File: src/rtl/riscv_pkg.sv
// ---------------------------------------------------------------------------
// riscv_pkg
// Shared definitions for the RV32 pipeline: ALUOp encodings produced by
// decode, the 4-bit ALU operation codes the ALU control unit emits, and the
// packed record that travels through the ID/EX pipeline register.
// No ports; import with "import riscv_pkg::*;".
// ---------------------------------------------------------------------------
package riscv_pkg;

    // Natural datapath width of the core. The ID/EX record is sized from it.
    localparam int unsigned XLEN      = 32;
    localparam int unsigned REG_IDX_W = 5;

    typedef logic [REG_IDX_W-1:0] reg_idx_t;

    // ALUOp classes coming out of the main decoder
    localparam logic [1:0] ALUOP_MEM = 2'b00;
    localparam logic [1:0] ALUOP_BR  = 2'b01;
    localparam logic [1:0] ALUOP_R   = 2'b10;
    localparam logic [1:0] ALUOP_I   = 2'b11;

    // Operation codes driven into the ALU by the ALU control unit
    typedef enum logic [3:0] {
        ALU_AND  = 4'b0000,
        ALU_OR   = 4'b0001,
        ALU_ADD  = 4'b0010,
        ALU_XOR  = 4'b0011,
        ALU_SLL  = 4'b0100,
        ALU_SRL  = 4'b0101,
        ALU_SUB  = 4'b0110,
        ALU_SLT  = 4'b0111,
        ALU_SRA  = 4'b1000,
        ALU_SLTU = 4'b1001
    } alu_ctrl_e;

    // Everything the ID/EX register captures from decode
    typedef struct packed {
        logic            valid;
        logic [XLEN-1:0] pc;
        logic [1:0]      alu_op;
        logic [6:0]      funct7;
        logic [2:0]      funct3;
        reg_idx_t        rs1;
        reg_idx_t        rs2;
        reg_idx_t        rd;
        logic [XLEN-1:0] rd1_data;
        logic [XLEN-1:0] rd2_data;
        logic [XLEN-1:0] imm;
        logic            alu_src;
        logic            mem_read;
        logic            mem_write;
        logic            reg_write;
        logic            mem_to_reg;
        logic            branch;
    } id_ex_t;

    // A bubble is an all-zero record: not valid, no side effects, ALUOp MEM.
    localparam id_ex_t ID_EX_BUBBLE = '0;

endpackage

File: src/rtl/hazard_detect.sv
// ---------------------------------------------------------------------------
// hazard_detect
// Combinational load-use hazard detector. A load sitting in EX whose
// destination is read by the instruction in ID cannot forward in time, so
// one bubble is needed.
// Inputs : ex_valid, ex_mem_read, ex_rd  - instruction currently in EX
//          id_valid, id_rs1, id_rs2      - instruction currently in ID
//          ex_flush, reset               - suppress the stall request
// Outputs: stall                         - freeze PC and IF/ID, insert bubble
// ---------------------------------------------------------------------------
module hazard_detect
    import riscv_pkg::*;
(
    input  logic     ex_valid,
    input  logic     ex_mem_read,
    input  reg_idx_t ex_rd,
    input  logic     id_valid,
    input  reg_idx_t id_rs1,
    input  reg_idx_t id_rs2,
    input  logic     ex_flush,
    input  logic     reset,
    output logic     stall
);

    logic load_use;

    // x0 never carries a real dependency, so a load to x0 is ignored. A
    // flush squashes the ID instruction anyway and reset discards the whole
    // pipe, so neither should freeze the front end.
    always_comb begin
        load_use = ex_valid && ex_mem_read && (ex_rd != '0) && id_valid &&
                   ((ex_rd == id_rs1) || (ex_rd == id_rs2));
        stall    = load_use && !ex_flush && !reset;
    end

endmodule

File: src/rtl/id_ex_stage.sv
// ---------------------------------------------------------------------------
// id_ex_stage
// ID/EX pipeline register with load-use bubble insertion.
// Inputs : clk, reset (sync, active-high)
//          id_*        - decoded instruction fields and controls
//          ex_flush    - branch/jump resolved taken in EX, squash ID
//          hold        - downstream freeze, keep everything as is
// Outputs: ex_*        - registered copy of the id_* fields
//          stall       - load-use hazard, freezes PC and IF/ID
//          bubble_count- number of load-use bubbles inserted (wraps)
// The pipeline record is stored as riscv_pkg::id_ex_t; data fields are
// resized between DATA_W and the package XLEN at the boundary.
// ---------------------------------------------------------------------------
module id_ex_stage
    import riscv_pkg::*;
#(
    parameter int DATA_W = XLEN
) (
    input  logic              clk,
    input  logic              reset,
    input  logic              id_valid,
    input  logic [DATA_W-1:0] id_pc,
    input  logic [1:0]        id_alu_op,
    input  logic [6:0]        id_funct7,
    input  logic [2:0]        id_funct3,
    input  logic [4:0]        id_rs1,
    input  logic [4:0]        id_rs2,
    input  logic [4:0]        id_rd,
    input  logic [DATA_W-1:0] id_rd1_data,
    input  logic [DATA_W-1:0] id_rd2_data,
    input  logic [DATA_W-1:0] id_imm,
    input  logic              id_alu_src,
    input  logic              id_mem_read,
    input  logic              id_mem_write,
    input  logic              id_reg_write,
    input  logic              id_mem_to_reg,
    input  logic              id_branch,
    input  logic              ex_flush,
    input  logic              hold,
    output logic              ex_valid,
    output logic [DATA_W-1:0] ex_pc,
    output logic [1:0]        ex_alu_op,
    output logic [6:0]        ex_funct7,
    output logic [2:0]        ex_funct3,
    output logic [4:0]        ex_rs1,
    output logic [4:0]        ex_rs2,
    output logic [4:0]        ex_rd,
    output logic [DATA_W-1:0] ex_rd1_data,
    output logic [DATA_W-1:0] ex_rd2_data,
    output logic [DATA_W-1:0] ex_imm,
    output logic              ex_alu_src,
    output logic              ex_mem_read,
    output logic              ex_mem_write,
    output logic              ex_reg_write,
    output logic              ex_mem_to_reg,
    output logic              ex_branch,
    output logic              stall,
    output logic [15:0]       bubble_count
);

    id_ex_t      ex_q, ex_d;
    logic [15:0] bubble_count_q, bubble_count_d;
    logic        load_use_stall;

    hazard_detect u_hazard_detect (
        .ex_valid    (ex_q.valid),
        .ex_mem_read (ex_q.mem_read),
        .ex_rd       (ex_q.rd),
        .id_valid    (id_valid),
        .id_rs1      (id_rs1),
        .id_rs2      (id_rs2),
        .ex_flush    (ex_flush),
        .reset       (reset),
        .stall       (load_use_stall)
    );

    // Next-state selection. Flush beats hold so a taken branch is never
    // followed by a wrong-path instruction, even if the back end is frozen.
    // Hold beats the bubble so a hazard seen while frozen is simply kept
    // pending and resolved on the first unfrozen edge. rd of 0 with
    // reg_write set is copied as-is; writeback drops writes to x0.
    always_comb begin
        ex_d           = ex_q;
        bubble_count_d = bubble_count_q;
        if (ex_flush) begin
            ex_d = ID_EX_BUBBLE;
        end else if (!hold) begin
            if (load_use_stall) begin
                ex_d           = ID_EX_BUBBLE;
                bubble_count_d = bubble_count_q + 16'd1;
            end else begin
                ex_d.valid      = id_valid;
                ex_d.pc         = XLEN'(id_pc);
                ex_d.alu_op     = id_alu_op;
                ex_d.funct7     = id_funct7;
                ex_d.funct3     = id_funct3;
                ex_d.rs1        = id_rs1;
                ex_d.rs2        = id_rs2;
                ex_d.rd         = id_rd;
                ex_d.rd1_data   = XLEN'(id_rd1_data);
                ex_d.rd2_data   = XLEN'(id_rd2_data);
                ex_d.imm        = XLEN'(id_imm);
                ex_d.alu_src    = id_alu_src;
                ex_d.mem_read   = id_mem_read;
                ex_d.mem_write  = id_mem_write;
                ex_d.reg_write  = id_reg_write;
                ex_d.mem_to_reg = id_mem_to_reg;
                ex_d.branch     = id_branch;
            end
        end
    end

    // Pipeline register and bubble counter; reset loads a bubble.
    always_ff @(posedge clk) begin
        if (reset) begin
            ex_q           <= ID_EX_BUBBLE;
            bubble_count_q <= '0;
        end else begin
            ex_q           <= ex_d;
            bubble_count_q <= bubble_count_d;
        end
    end

    assign ex_valid      = ex_q.valid;
    assign ex_pc         = DATA_W'(ex_q.pc);
    assign ex_alu_op     = ex_q.alu_op;
    assign ex_funct7     = ex_q.funct7;
    assign ex_funct3     = ex_q.funct3;
    assign ex_rs1        = ex_q.rs1;
    assign ex_rs2        = ex_q.rs2;
    assign ex_rd         = ex_q.rd;
    assign ex_rd1_data   = DATA_W'(ex_q.rd1_data);
    assign ex_rd2_data   = DATA_W'(ex_q.rd2_data);
    assign ex_imm        = DATA_W'(ex_q.imm);
    assign ex_alu_src    = ex_q.alu_src;
    assign ex_mem_read   = ex_q.mem_read;
    assign ex_mem_write  = ex_q.mem_write;
    assign ex_reg_write  = ex_q.reg_write;
    assign ex_mem_to_reg = ex_q.mem_to_reg;
    assign ex_branch     = ex_q.branch;
    assign stall         = load_use_stall;
    assign bubble_count  = bubble_count_q;

endmodule

File: config.mk
export PLATFORM = sky130hd
export DESIGN_NAME = id_ex_stage
export DESIGN_NICKNAME = d
export VERILOG_FILES = /design/src/rtl/riscv_pkg.sv /design/src/rtl/hazard_detect.sv /design/src/rtl/id_ex_stage.sv
export SDC_FILE = /design/constraint.sdc
export NUM_CORES = 1
export LEC_CHECK = 0
export BUFFER_PORTS_ARGS = -buffer_cell sky130_fd_sc_hd__buf_2
export CAP_MARGIN = 20
export CORE_MARGIN = 2
export CORE_UTILIZATION = 30
export DETAILED_ROUTE_END_ITERATION = 8
export RECOVER_POWER = 25
export SLEW_MARGIN = 30
export SYNTH_ARGS = -nofsm -noshare
export SYNTH_HDL_FRONTEND = slang
export SYNTH_HIERARCHICAL = 1
export SYNTH_SLANG_ARGS = --single-unit
File: constraint.sdc
create_clock -name clk -period 3.8 [get_ports clk]
set_clock_uncertainty 0.15 [all_clocks]
set_input_delay 0.76 -clock clk [delete_from_list [all_inputs] [get_ports clk]]
set_output_delay 0.76 -clock clk [all_outputs]
set_load 0.005 [all_outputs]
# Yosys cells after proc, flatten, opt, wreduce, memory -nomap -nowiden
# Index checks and enable logic that the tools add are counted.
# op_classes
add_sub_neg	1
reduce_logical	12
n_mux	1
n_eq_ne	2
bitwise	2
# ops
operator	count
2-to-1 mux 162 bit	1
adder 16 x 1 -> 16 bit, second input constant	1
equality test 5 bit	2
logical AND 1 bit	6
nonzero test 5 bit	1
AND reduction 3 bit	1
logical NOT 1 bit	2
inverter 1 bit	2
OR reduction 2 bit	1
logical OR 1 bit	1
# totals
inputBits	166
regBits	178

# Depth between registers and ports, before layout
# depth
ltp_word	7
depth_mapped	9

# By module
# Netlist, hierarchy kept.
# by_module_without_submodules
mod	cells_each	seq_area_each_um2	area_each_um2	n_inst
id_ex_stage	625	3563.4	6003.3	1
hazard_detect	19	0.0	141.4	1

# Least setup slack after synthesis
# OpenSTA, ideal clock, no wires.
# synth_timing
kind	in2reg
start	in id_rs2[1]
end	reg bubble_count_q[15], in the netlist bubble_count[15]
cell_stages	9
setup_time_ns	0.070
slack_ns	0.787
arrival_time_ns	2.793
required_time_ns	3.580
path_cell_list	xor2_1 -> nor3_1 -> nand3_1 -> a21oi_1 -> or3b_1 -> buf_2 -> or2_4 -> or4_1 -> a21oi_1
# synth_via
elab_chain_cells	6
# synth_lines
item	line_no	text
start, declared	id_ex_stage.sv:27	input logic [4:0] id_rs2,
equality test 5 bit	hazard_detect.sv:32	((ex_rd == id_rs1) || (ex_rd == id_rs2));
logical OR 1 bit	hazard_detect.sv:32	
logical AND 1 bit	hazard_detect.sv:31	load_use = ex_valid && ex_mem_read && (ex_rd != '0) && id_valid &&
logical AND 1 bit (2 in a row)	hazard_detect.sv:33	stall = load_use && !ex_flush && !reset;
named net stall	id_ex_stage.sv:57	output logic stall,
AND reduction 3 bit (no line)	--	
end signal, assigned	id_ex_stage.sv:120	bubble_count_q <= bubble_count_d;
end, declared	id_ex_stage.sv:62	logic [15:0] bubble_count_q, bubble_count_d;
# The timed path passes the listed nets, and every way through them passes these cells.
# A chain may end at the register's enable or synchronous reset.

# Worst setup path in the final report
# layout_timing
start	in id_rs2[1]
end	reg bubble_count_q[15], in the netlist bubble_count[15]
# layout_via
elab_chain_cells	6
# layout_lines
item	line_no
equality test 5 bit	hazard_detect.sv:32
logical OR 1 bit	hazard_detect.sv:32
logical AND 1 bit	hazard_detect.sv:31
logical AND 1 bit (2 in a row)	hazard_detect.sv:33
AND reduction 3 bit (no line)	--
# Every way passes these cells.

==> results_dict.tcl <==
set metrics [dict create \
    core_area_mm2 0.0202 \
    critPathSlowestCell "or3b_1" \
    ys_top_cells_by_area "dfxtp_1 58%, a22oi_1 20%, nor2_1 11%" \
    nets 1124 \
    insertion_delay_ps 420 \
    num_rows 52 \
    setup_tns_ps 0 \
    crit_top_cell "a21oi_1" \
    die_area_mm2 0.0216 \
    tritoncts "yes" \
    leakagePower_uw 0.00396 \
    portBuffers 344 \
    arrival_ps 2970 \
    yosys_warnings 6 \
    cp-start-kind "input port" \
    hold_start "bubble_count[15]" \
    grt_pass1_wl_mm 29.6 \
    vdd_drop_max_mv 0.278 \
    finalInstanceArea_mm2 0.00860 \
    cpPeakStageDelay_ps 500 \
    crit_family "simple AND/OR/NAND/NOR gates" \
    start_util 0.305 \
    fin_ws_ps 1020 \
    yosysUniqueCellTypes 28 \
    syn_to_final_growth_pct 40.0 \
    hold_class "register to register" \
    drv_cap 0 \
    cp-startpoint "id_rs2[1]" \
    power_density_mw_per_mm2 465 \
    grt_use_total 0.169 \
    layout_commonest_cell "buf_2" \
    worstPathRequired_ps 4000 \
    drc 0 \
    synth_area_mm2 0.00614 \
    grt_overflow 0 \
    critPathMaxFanout 7 \
    avgSynthCellArea_um2 9.54 \
    yosysSeqAreaShare 0.580 \
    syn_inst 644 \
    post-cts-setup-buffer-count 0 \
    cts_buffers 17 \
    status "finished clean" \
    holdWs_ps 336 \
    ctsResizeCount 0 \
    htree_levels 4 \
    cts.sinks 178 \
    rsz0062_at_grt "false" \
    crit_chain "buf_2 -> xor2_1 -> nor3_1 -> nand3_1 -> a21oi_1 -> or3b_1 -> or2_4 -> or4_1 -> a21oi_1" \
    grt_max_degree 87 \
    dieWidth_um 147 \
    setup_viol 0 \
    crit_type "input port to register" \
    syn_nets 811 \
    fin_crit_sh 0.730 \
    cts.hold.buffers_added 0 \
    drt_iter0_markers 334 \
    clk_pin_slew_worst_paths_ps 70 \
    place_congestion 0.797 \
    drt_first_pass_iters 5 \
    place_area_mm2 0.00810 \
    tightest_slew_ps 934 \
    cts-root-buf "clkbuf_16" \
    hpwl_mm 13.0 \
    crit_path_end_kind "register" \
    synth_top_area_frac 0.580 \
    avgViaCountPerCell 4.76 \
    hold_violations 0 \
    drive_above_1_share 0.347 \
    antenna_found_initial 1 \
    num_vias 5910 \
    die_y_um 147 \
    yosys_register_bits 178 \
    cts_buffer_depth 2 \
    post-place-ws_ps 616 \
    synth_top_area_cell "dfxtp_1" \
    layout_common_cells "292 x buf_2, 178 x dfxtp_1, 174 x nor2_1" \
    max_freq_mhz 360 \
    drv_slew 0 \
    cp_num_buf_inv 1 \
    post-route-min-period_ps 2780 \
    ant_nets 0 \
    slew_headroom 0.377 \
    drt_wl_total_mm 19.1 \
    wl_per_cell_um 15.4 \
    io_pins 345 \
    worstReg2RegStart "ex_rd[4]" \
    first_global_vias 5540 \
]
[cells in the mapped netlist]
cell type,number
xor2_1,12
or4_1,2
or2_2,1
dfxtp_1,178
a21oi_1,6
or3_1,3
nor4bb_1,1
mux2i_1,1
nand3_1,7
and3_1,2
nor3b_1,1
nand4_1,5
or3b_1,1
nor3_1,5
nand2_1,5
buf_2,1
nor2_1,175
o21ai_0,3
xnor2_1,9
o31ai_1,1
ha_1,1
a22oi_1,161
o211ai_2,1
nor4_1,2
or2_4,1
and2_1,1
and4_1,1
clkbuf_1,57
[tightest hold or removal path: stages, from the launching register on]
cell and delay [ps]:
dfxtp_1 320, o31ai_1 60, a21oi_1 60
[stage by stage]
step	power, uW	std cells	util
2_1_floorplan	2160	644	-
3_3_place_gp	2340	1208	0.401
3_5_place_dp	2350	1208	0.401
4_1_cts	4060	1240	0.429
5_1_grt	4170	1241	0.426
6_report	4000	1241	0.426
[layer usage]
metal	global-route usage	vias up	wire length [um]
met3	0.0547	25	1470
li1	-	2904	-
met2	0.274	227	9130
met4	0.0529	0	307
met5	0	-	0
met1	0.215	2754	8150
[report_power, final]
group	switching, uW	internal [uW]
Sequential	28.7	1920
Combinational	188	164
Clock	806	897
Total	1020	2980
[logic make-up after synthesis]
family,after synthesis,share of synthesized area
XOR/XNOR,21,0.0299
buffers and inverters,58,0.0356
flip-flops,178,0.580
AND/OR/NAND/NOR,213,0.144
adder cells (fa/ha/maj),1,0.00204
AO/OA/AOI/OAI,172,0.207
multiplexers,1,0.00163
[worst paths after layout]
check | slack (ps) | endpoint | cells past startpoint
worst max-delay path | 1020 | bubble_count[15] | 9
worst min-delay path | 340 | bubble_count[15] | 2
worst max register to register | 1030 | bubble_count[15] | 8
worst min register to register | 340 | bubble_count[15] | 2
[final cells by class]
type / count / area, um2
Antenna cell: 1 / 2.50
Clock buffer: 19 / 453
Clock inverter: 13 / 114
Fill cell: 2131 / 11600
Multi-Input combinational cell: 408 / 2370
Sequential cell: 178 / 3560
Tap cell: 270 / 338
Timing Repair Buffer: 352 / 1760
(Power assumes the default switching activity.)
